## config.mk

```make
export PLATFORM = sky130hd
export DESIGN_NAME = serial_subtractor_flat
export DESIGN_NICKNAME = d
export VERILOG_FILES = /design/src/rtl/serial_subtractor_pkg.sv /design/src/rtl/serial_subtractor_if.sv /design/src/rtl/serial_subtractor_fs.sv /design/src/rtl/serial_subtractor.sv /design/src/flat_wrapper.sv
export SDC_FILE = /design/constraint.sdc
export NUM_CORES = 1
export LEC_CHECK = 0
export ABC_AREA = 0
export CAP_MARGIN = 20
export CORE_MARGIN = 4
export CORE_UTILIZATION = 30
export DETAILED_ROUTE_END_ITERATION = 8
export MAX_ROUTING_LAYER = met4
export PLACE_DENSITY = 0.48
export SLEW_MARGIN = 20
export SYNTH_ARGS = -nofsm -noshare
export SYNTH_HDL_FRONTEND = slang
export SYNTH_HIERARCHICAL = 1
export SYNTH_SLANG_ARGS = --single-unit
export TNS_END_PERCENT = 50
```

## constraint.sdc

```tcl
create_clock -name clk -period 1.95 [get_ports clk]
set_input_delay 0.2925 -clock clk [delete_from_list [all_inputs] [get_ports clk]]
set_output_delay 0.2925 -clock clk [all_outputs]
set_load 0.01 [all_outputs]
```

## src/rtl/serial_subtractor_pkg.sv

```systemverilog
// Shared types and defaults for the bit-serial subtractor.
package sub_pkg;

    typedef enum logic [1:0] {IDLE, SHIFT, DONE} sub_state_t;

    localparam int SUB_WIDTH_DEFAULT = 4;

endpackage

```

## src/rtl/serial_subtractor_if.sv

```systemverilog
// Start/busy/done handshake and operand/result bus of the serial subtractor.
// SERIAL_SUB_OVF_EN adds the signed-overflow flag ovf.
interface serial_subtractor_if
    import sub_pkg::*;
#(
    parameter int WIDTH = SUB_WIDTH_DEFAULT
);
    logic             start;
    logic [WIDTH-1:0] input1;
    logic [WIDTH-1:0] input2;
    logic             borrow_in;
    logic             busy;
    logic             done;
    logic [WIDTH-1:0] diff;
    logic             borrow_out;
`ifdef SERIAL_SUB_OVF_EN
    logic             ovf;

    modport master (
        output start, input1, input2, borrow_in,
        input  busy, done, diff, borrow_out, ovf
    );

    modport slave (
        input  start, input1, input2, borrow_in,
        output busy, done, diff, borrow_out, ovf
    );
`else
    modport master (
        output start, input1, input2, borrow_in,
        input  busy, done, diff, borrow_out
    );

    modport slave (
        input  start, input1, input2, borrow_in,
        output busy, done, diff, borrow_out
    );
`endif

endinterface

```

## src/rtl/serial_subtractor_fs.sv

```systemverilog
// Single-bit full subtractor cell: d = a - b - bin, with borrow out.
module fs (
    input  logic a,
    input  logic b,
    input  logic bin,
    output logic d,
    output logic bout
);

    assign d    = a ^ b ^ bin;
    assign bout = (~a & b) | (~(a ^ b) & bin);

endmodule

```

## src/rtl/serial_subtractor.sv

```systemverilog
// Bit-serial subtractor: diff = input1 - input2 - borrow_in, one bit per clock, LSB first.
// Define SERIAL_SUB_OVF_EN to add the registered signed-overflow output ovf.
module serial_subtractor
    import sub_pkg::*;
#(
    parameter int WIDTH = SUB_WIDTH_DEFAULT
)(
    input  logic               clk,
    input  logic               rst_n,
    serial_subtractor_if.slave bus
);

    localparam int              CNT_W    = (WIDTH > 1) ? $clog2(WIDTH) : 1;
    localparam logic [CNT_W-1:0] LAST_BIT = CNT_W'(WIDTH - 1);

    sub_state_t       state_q, state_d;
    logic [CNT_W-1:0] cnt_q, cnt_d;
    logic [WIDTH-1:0] a_q, a_d;
    logic [WIDTH-1:0] b_q, b_d;
    logic [WIDTH-2:0] res_q, res_d;
    logic             bor_q, bor_d;
    logic [WIDTH-1:0] diff_q, diff_d;
    logic             borrow_out_q, borrow_out_d;
    logic             done_q, done_d;
    logic             cell_d, cell_bout;

    fs u_fs (
        .a    (a_q[0]),
        .b    (b_q[0]),
        .bin  (bor_q),
        .d    (cell_d),
        .bout (cell_bout)
    );

    always_comb begin
        // NOTE: every signal gets a default first so no path through the case infers a latch.
        state_d      = state_q;
        cnt_d        = cnt_q;
        a_d          = a_q;
        b_d          = b_q;
        res_d        = res_q;
        bor_d        = bor_q;
        diff_d       = diff_q;
        borrow_out_d = borrow_out_q;
        done_d       = 1'b0;

        case (state_q)
            IDLE: begin
                if (bus.start) begin
                    a_d     = bus.input1;
                    b_d     = bus.input2;
                    bor_d   = bus.borrow_in;
                    cnt_d   = '0;
                    state_d = SHIFT;
                end
            end
            SHIFT: begin
                a_d   = a_q >> 1;
                b_d   = b_q >> 1;
                bor_d = cell_bout;
                res_d = (WIDTH-1)'({cell_d, res_q} >> 1);
                cnt_d = cnt_q + 1'b1;
                // The top bit comes straight from the cell, so diff is loaded whole in one edge.
                if (cnt_q == LAST_BIT) begin
                    diff_d       = {cell_d, res_q};
                    borrow_out_d = cell_bout;
                    done_d       = 1'b1;
                    cnt_d        = '0;
                    state_d      = DONE;
                end
            end
            DONE:    state_d = IDLE;
            default: state_d = IDLE;
        endcase
    end

    // NOTE: the operand and partial-result registers are reset too, so no X ever reaches the cell.
    always_ff @(posedge clk or negedge rst_n) begin
        if (!rst_n) begin
            state_q      <= IDLE;
            cnt_q        <= '0;
            a_q          <= '0;
            b_q          <= '0;
            res_q        <= '0;
            bor_q        <= 1'b0;
            diff_q       <= '0;
            borrow_out_q <= 1'b0;
            done_q       <= 1'b0;
        end else begin
            // NOTE: non-blocking assignments so every flop samples pre-edge values.
            state_q      <= state_d;
            cnt_q        <= cnt_d;
            a_q          <= a_d;
            b_q          <= b_d;
            res_q        <= res_d;
            bor_q        <= bor_d;
            diff_q       <= diff_d;
            borrow_out_q <= borrow_out_d;
            done_q       <= done_d;
        end
    end

    assign bus.busy       = (state_q != IDLE);
    assign bus.done       = done_q;
    assign bus.diff       = diff_q;
    assign bus.borrow_out = borrow_out_q;

`ifdef SERIAL_SUB_OVF_EN
    // Operand sign bits are shifted out of a_q/b_q, so keep copies for the overflow test.
    logic a_msb_q, a_msb_d;
    logic b_msb_q, b_msb_d;
    logic ovf_q, ovf_d;

    always_comb begin
        a_msb_d = a_msb_q;
        b_msb_d = b_msb_q;
        ovf_d   = ovf_q;
        if (state_q == IDLE && bus.start) begin
            a_msb_d = bus.input1[WIDTH-1];
            b_msb_d = bus.input2[WIDTH-1];
        end
        if (state_q == SHIFT && cnt_q == LAST_BIT) begin
            ovf_d = (a_msb_q != b_msb_q) && (cell_d != a_msb_q);
        end
    end

    always_ff @(posedge clk or negedge rst_n) begin
        if (!rst_n) begin
            a_msb_q <= 1'b0;
            b_msb_q <= 1'b0;
            ovf_q   <= 1'b0;
        end else begin
            a_msb_q <= a_msb_d;
            b_msb_q <= b_msb_d;
            ovf_q   <= ovf_d;
        end
    end

    assign bus.ovf = ovf_q;
`endif

endmodule
```

## src/flat_wrapper.sv

```systemverilog
// flat-port wrapper written by rule: the top's interface ports become plain ports
module serial_subtractor_flat import sub_pkg::*;
#(
    parameter int WIDTH = SUB_WIDTH_DEFAULT
)
  (clk, rst_n, bus_start, bus_input1, bus_input2, bus_borrow_in, bus_busy, bus_done, bus_diff, bus_borrow_out);
  serial_subtractor_if #(.WIDTH(WIDTH)) bus_i ();
  input  logic clk;
  input  logic rst_n;
  input wire logic [$bits(bus_i.start)-1:0] bus_start;
  input wire logic [$bits(bus_i.input1)-1:0] bus_input1;
  input wire logic [$bits(bus_i.input2)-1:0] bus_input2;
  input wire logic [$bits(bus_i.borrow_in)-1:0] bus_borrow_in;
  output wire logic [$bits(bus_i.busy)-1:0] bus_busy;
  output wire logic [$bits(bus_i.done)-1:0] bus_done;
  output wire logic [$bits(bus_i.diff)-1:0] bus_diff;
  output wire logic [$bits(bus_i.borrow_out)-1:0] bus_borrow_out;
  assign bus_i.start = bus_start;
  assign bus_i.input1 = bus_input1;
  assign bus_i.input2 = bus_input2;
  assign bus_i.borrow_in = bus_borrow_in;
  assign bus_busy = bus_i.busy;
  assign bus_done = bus_i.done;
  assign bus_diff = bus_i.diff;
  assign bus_borrow_out = bus_i.borrow_out;
  serial_subtractor #(.WIDTH(WIDTH)) u_core (.clk(clk), .rst_n(rst_n), .bus(bus_i));
endmodule
```

==> metrics.txt <==
top cells by area, synth=dfrtp_1 (53%), mux2_2 (8.6%), o221a_2 (5.4%); Synthesis Warnings=6; most frequent cells in the layout=dfrtp_1 (22), clkdlybuf4s50_1 (18), mux2_2 (8); register area share after synthesis=0.528; syn avg cell area=roughly 13 um^2; Hold Crit Class=primary input to asynchronous set/reset pin; vias in the first global route=about 740; Congestion Overflow GR=0; chip width=~67 um; die height=67.0 um; RSZ-0062 raised after global routing=false; final instance area=between 1000 and 1500 um^2; Tot Pwr=~2.0 mW; Critical Path Start Type=flop; Pins Over Slew Limit=0; Ports=19; most common cell after layout, fill and taps aside=dfrtp_1; Syn Nets=93; Clock Path Buffers=2; worst-margin pin slew=0.395 ns; first-pass GRT wire length=about 3600 um; Critical R2R Launch=u_core/state_q[1]; row cnt=21; Placed Area=roughly 1300 um^2; H-tree levels=1; Crit. End Element=primary output; Comb pwr share=0.440; mean routed wirelength per cell=around 14 um; final antenna-violating net count=0; Sw Pwr=~640 uW; Hold Buf Count CTS=0; final setup fails=0; Pint=roughly 1.4 mW; core footprint=between 3000 and 4000 um^2; synthesized area=around 1000 um^2; Reg-to-Reg End=u_core/res_q[0]; final worst slack=about 0.17 ns; P_leak=~0.57 nW; Post-Synthesis Cells=between 70 and 80; HPWL Detailed=approximately 1300 um; GP Congestion=just under 0.7; Yosys top cell area share=0.528; max_cap viols=0; Place WS=0.211 ns; Net Sw Frac=0.315; Reg power frac=0.388; Initial Utilization=0.313; number of post-CTS setup repair buffers=0; Peak Freq=approximately 560 MHz; fin crit share=0.913; Reg2Reg Setup Slack=slightly below 0.6 ns; status=complete, no violations; VDD IR-drop max=a little under 0.0006 V; pwr/cell area=1550 nW/um^2; gr usage total=0.109; DIE AREA=~4500 um^2; area growth from synthesis to layout=25.1%; initial antenna violation count=0; largest fanout on the critical path=2; Fin Clk Skew=between 0.004 and 0.005 ns; Register-to-Register Path Depth=3; largest net degree at the start of global routing=23; Final Routed Wirelength=slightly below 2000 um; relative slew slack=0.736; post-CTS sizing=0; Clock Latency Late Sink=0.31 ns; drt drc=0; CTS tree=yes; port bufs=18; Clk pin slew, worst setup/hold paths=~0.13 ns; total negative slack=0 ns; post-layout min period=approximately 1.8 ns; Critical Path Sink=bus_busy; vias per inst=roughly 4.8; via count=688; Clk pwr share=0.173; final hold viol count=0; Clock Tree Root=clkbuf_4; CP Launch Point=u_core/state_q[1]; Setup CP Type=flop to primary output; Util after Layout=0.391; CTS Sinks=22; Iteration-0 DRC Markers=22; share of layout cells above drive strength 1=0.235; TritonCTS buffer count=3; cell taking the most area after synthesis=dfrtp_1; CP Data Required Time=between 1.5 and 2 ns; Final #Nets=113; antenna cells=0; Arr. time, crit path=about 1.5 ns; DR pass1 iterations=4; Synth cell types=24; Seq cells post-synth=22
==> cell usage after synthesis <==
| cell | number |
|---|---|
| inv_1 | 7 |
| fa_1 | 1 |
| dfrtp_1 | 22 |
| a211oi_1 | 2 |
| mux2_2 | 8 |
| nor2_1 | 1 |
| a211o_1 | 2 |
| buf_6 | 3 |
| o21ba_2 | 1 |
| nor4b_1 | 2 |
| nor4bb_1 | 2 |
| buf_2 | 2 |
| a21oi_1 | 1 |
| o221a_2 | 5 |
| nand2b_1 | 3 |
| nor2b_1 | 1 |
| or2_2 | 1 |
| nand3b_2 | 1 |
| nor3b_1 | 4 |
| ha_1 | 1 |
| or4b_1 | 5 |
| a22o_1 | 2 |
| o21bai_1 | 1 |
| buf_4 | 1 |
==> metal layers <==
| layer | share of wire | track usage | up-vias |
|---|---|---|---|
| met2 | 0.45 | 0.163 | 19 |
| li1 | - | - | 325 |
| met3 | 0.055 | 0.0371 | 2 |
| met4 | 0.0097 | 0.0304 | 0 |
| met5 | 0 | - | - |
| met1 | 0.49 | 0.140 | 342 |
==> power groups by stage <==
stage               clock, mW  sequential (mW)  combinational [mW]
floorplan                   0            0.803               0.620
global placement            0            0.793               0.876
detailed placement          0            0.797               0.903
CTS                     0.363            0.788               0.905
global route            0.384            0.814                1.01
finish                  0.349            0.785               0.890
==> state kept, by name (all words and copies together) (netlist names) <==
register,count
u_core/bus.diff,4
u_core/b_q,4
u_core/a_q,4
u_core/res_q,3
u_core/bor_q,1
u_core/state_q,2
u_core/bus.done,1
u_core/cnt_q,2
u_core/bus.borrow_out,1
==> cells by family after synthesis <==
| logic type | count (synthesis) | share of synthesized area |
|---|---|---|
| compound gates | 14 | 0.123 |
| buf+inv | 13 | 0.0743 |
| mux | 8 | 0.0863 |
| simple gates | 20 | 0.157 |
| fa+ha+maj | 2 | 0.0312 |
| flops | 22 | 0.528 |
==> metrics by stage <==
step	hold WS, ns	std cells
3_5_place_dp	0.495	140
5_1_grt	0.317	144
4_1_cts	0.318	144
6_report	0.315	144
3_3_place_gp	0.488	140
2_1_floorplan	-0.00309	79
==> worst min-delay path by stage <==
stage	startpoint	endpoint	slack (ns)
2_1_floorplan	rst_n	u_core/a_q[0]	-0.003
3_3_place_gp	u_core/res_q[0]	u_core/bus.diff[0]	0.49
3_5_place_dp	u_core/bus.diff[3]	u_core/bus.diff[3]	0.49
4_1_cts	rst_n	u_core/a_q[0]	0.32
5_1_grt	rst_n	u_core/a_q[1]	0.32
6_report	rst_n	u_core/a_q[1]	0.31
==> worst max-delay path, cell delays in order (launching register included) <==
cell and delay, ns:
dfrtp_1 0.40, or2_2 0.30, clkdlybuf4s50_1 0.48
==> layout make-up <==
class | count | area (um^2)
Fill cell | 351 | 2030
Sequential cell | 22 | 551
Multi-Input combinational cell | 44 | 415
Timing Repair Buffer | 21 | 203
Tap cell | 46 | 57.6
Clock inverter | 1 | 30.0
Inverter | 7 | 26.3
Clock buffer | 3 | 22.5
Power figures use the tool's default switching activity.
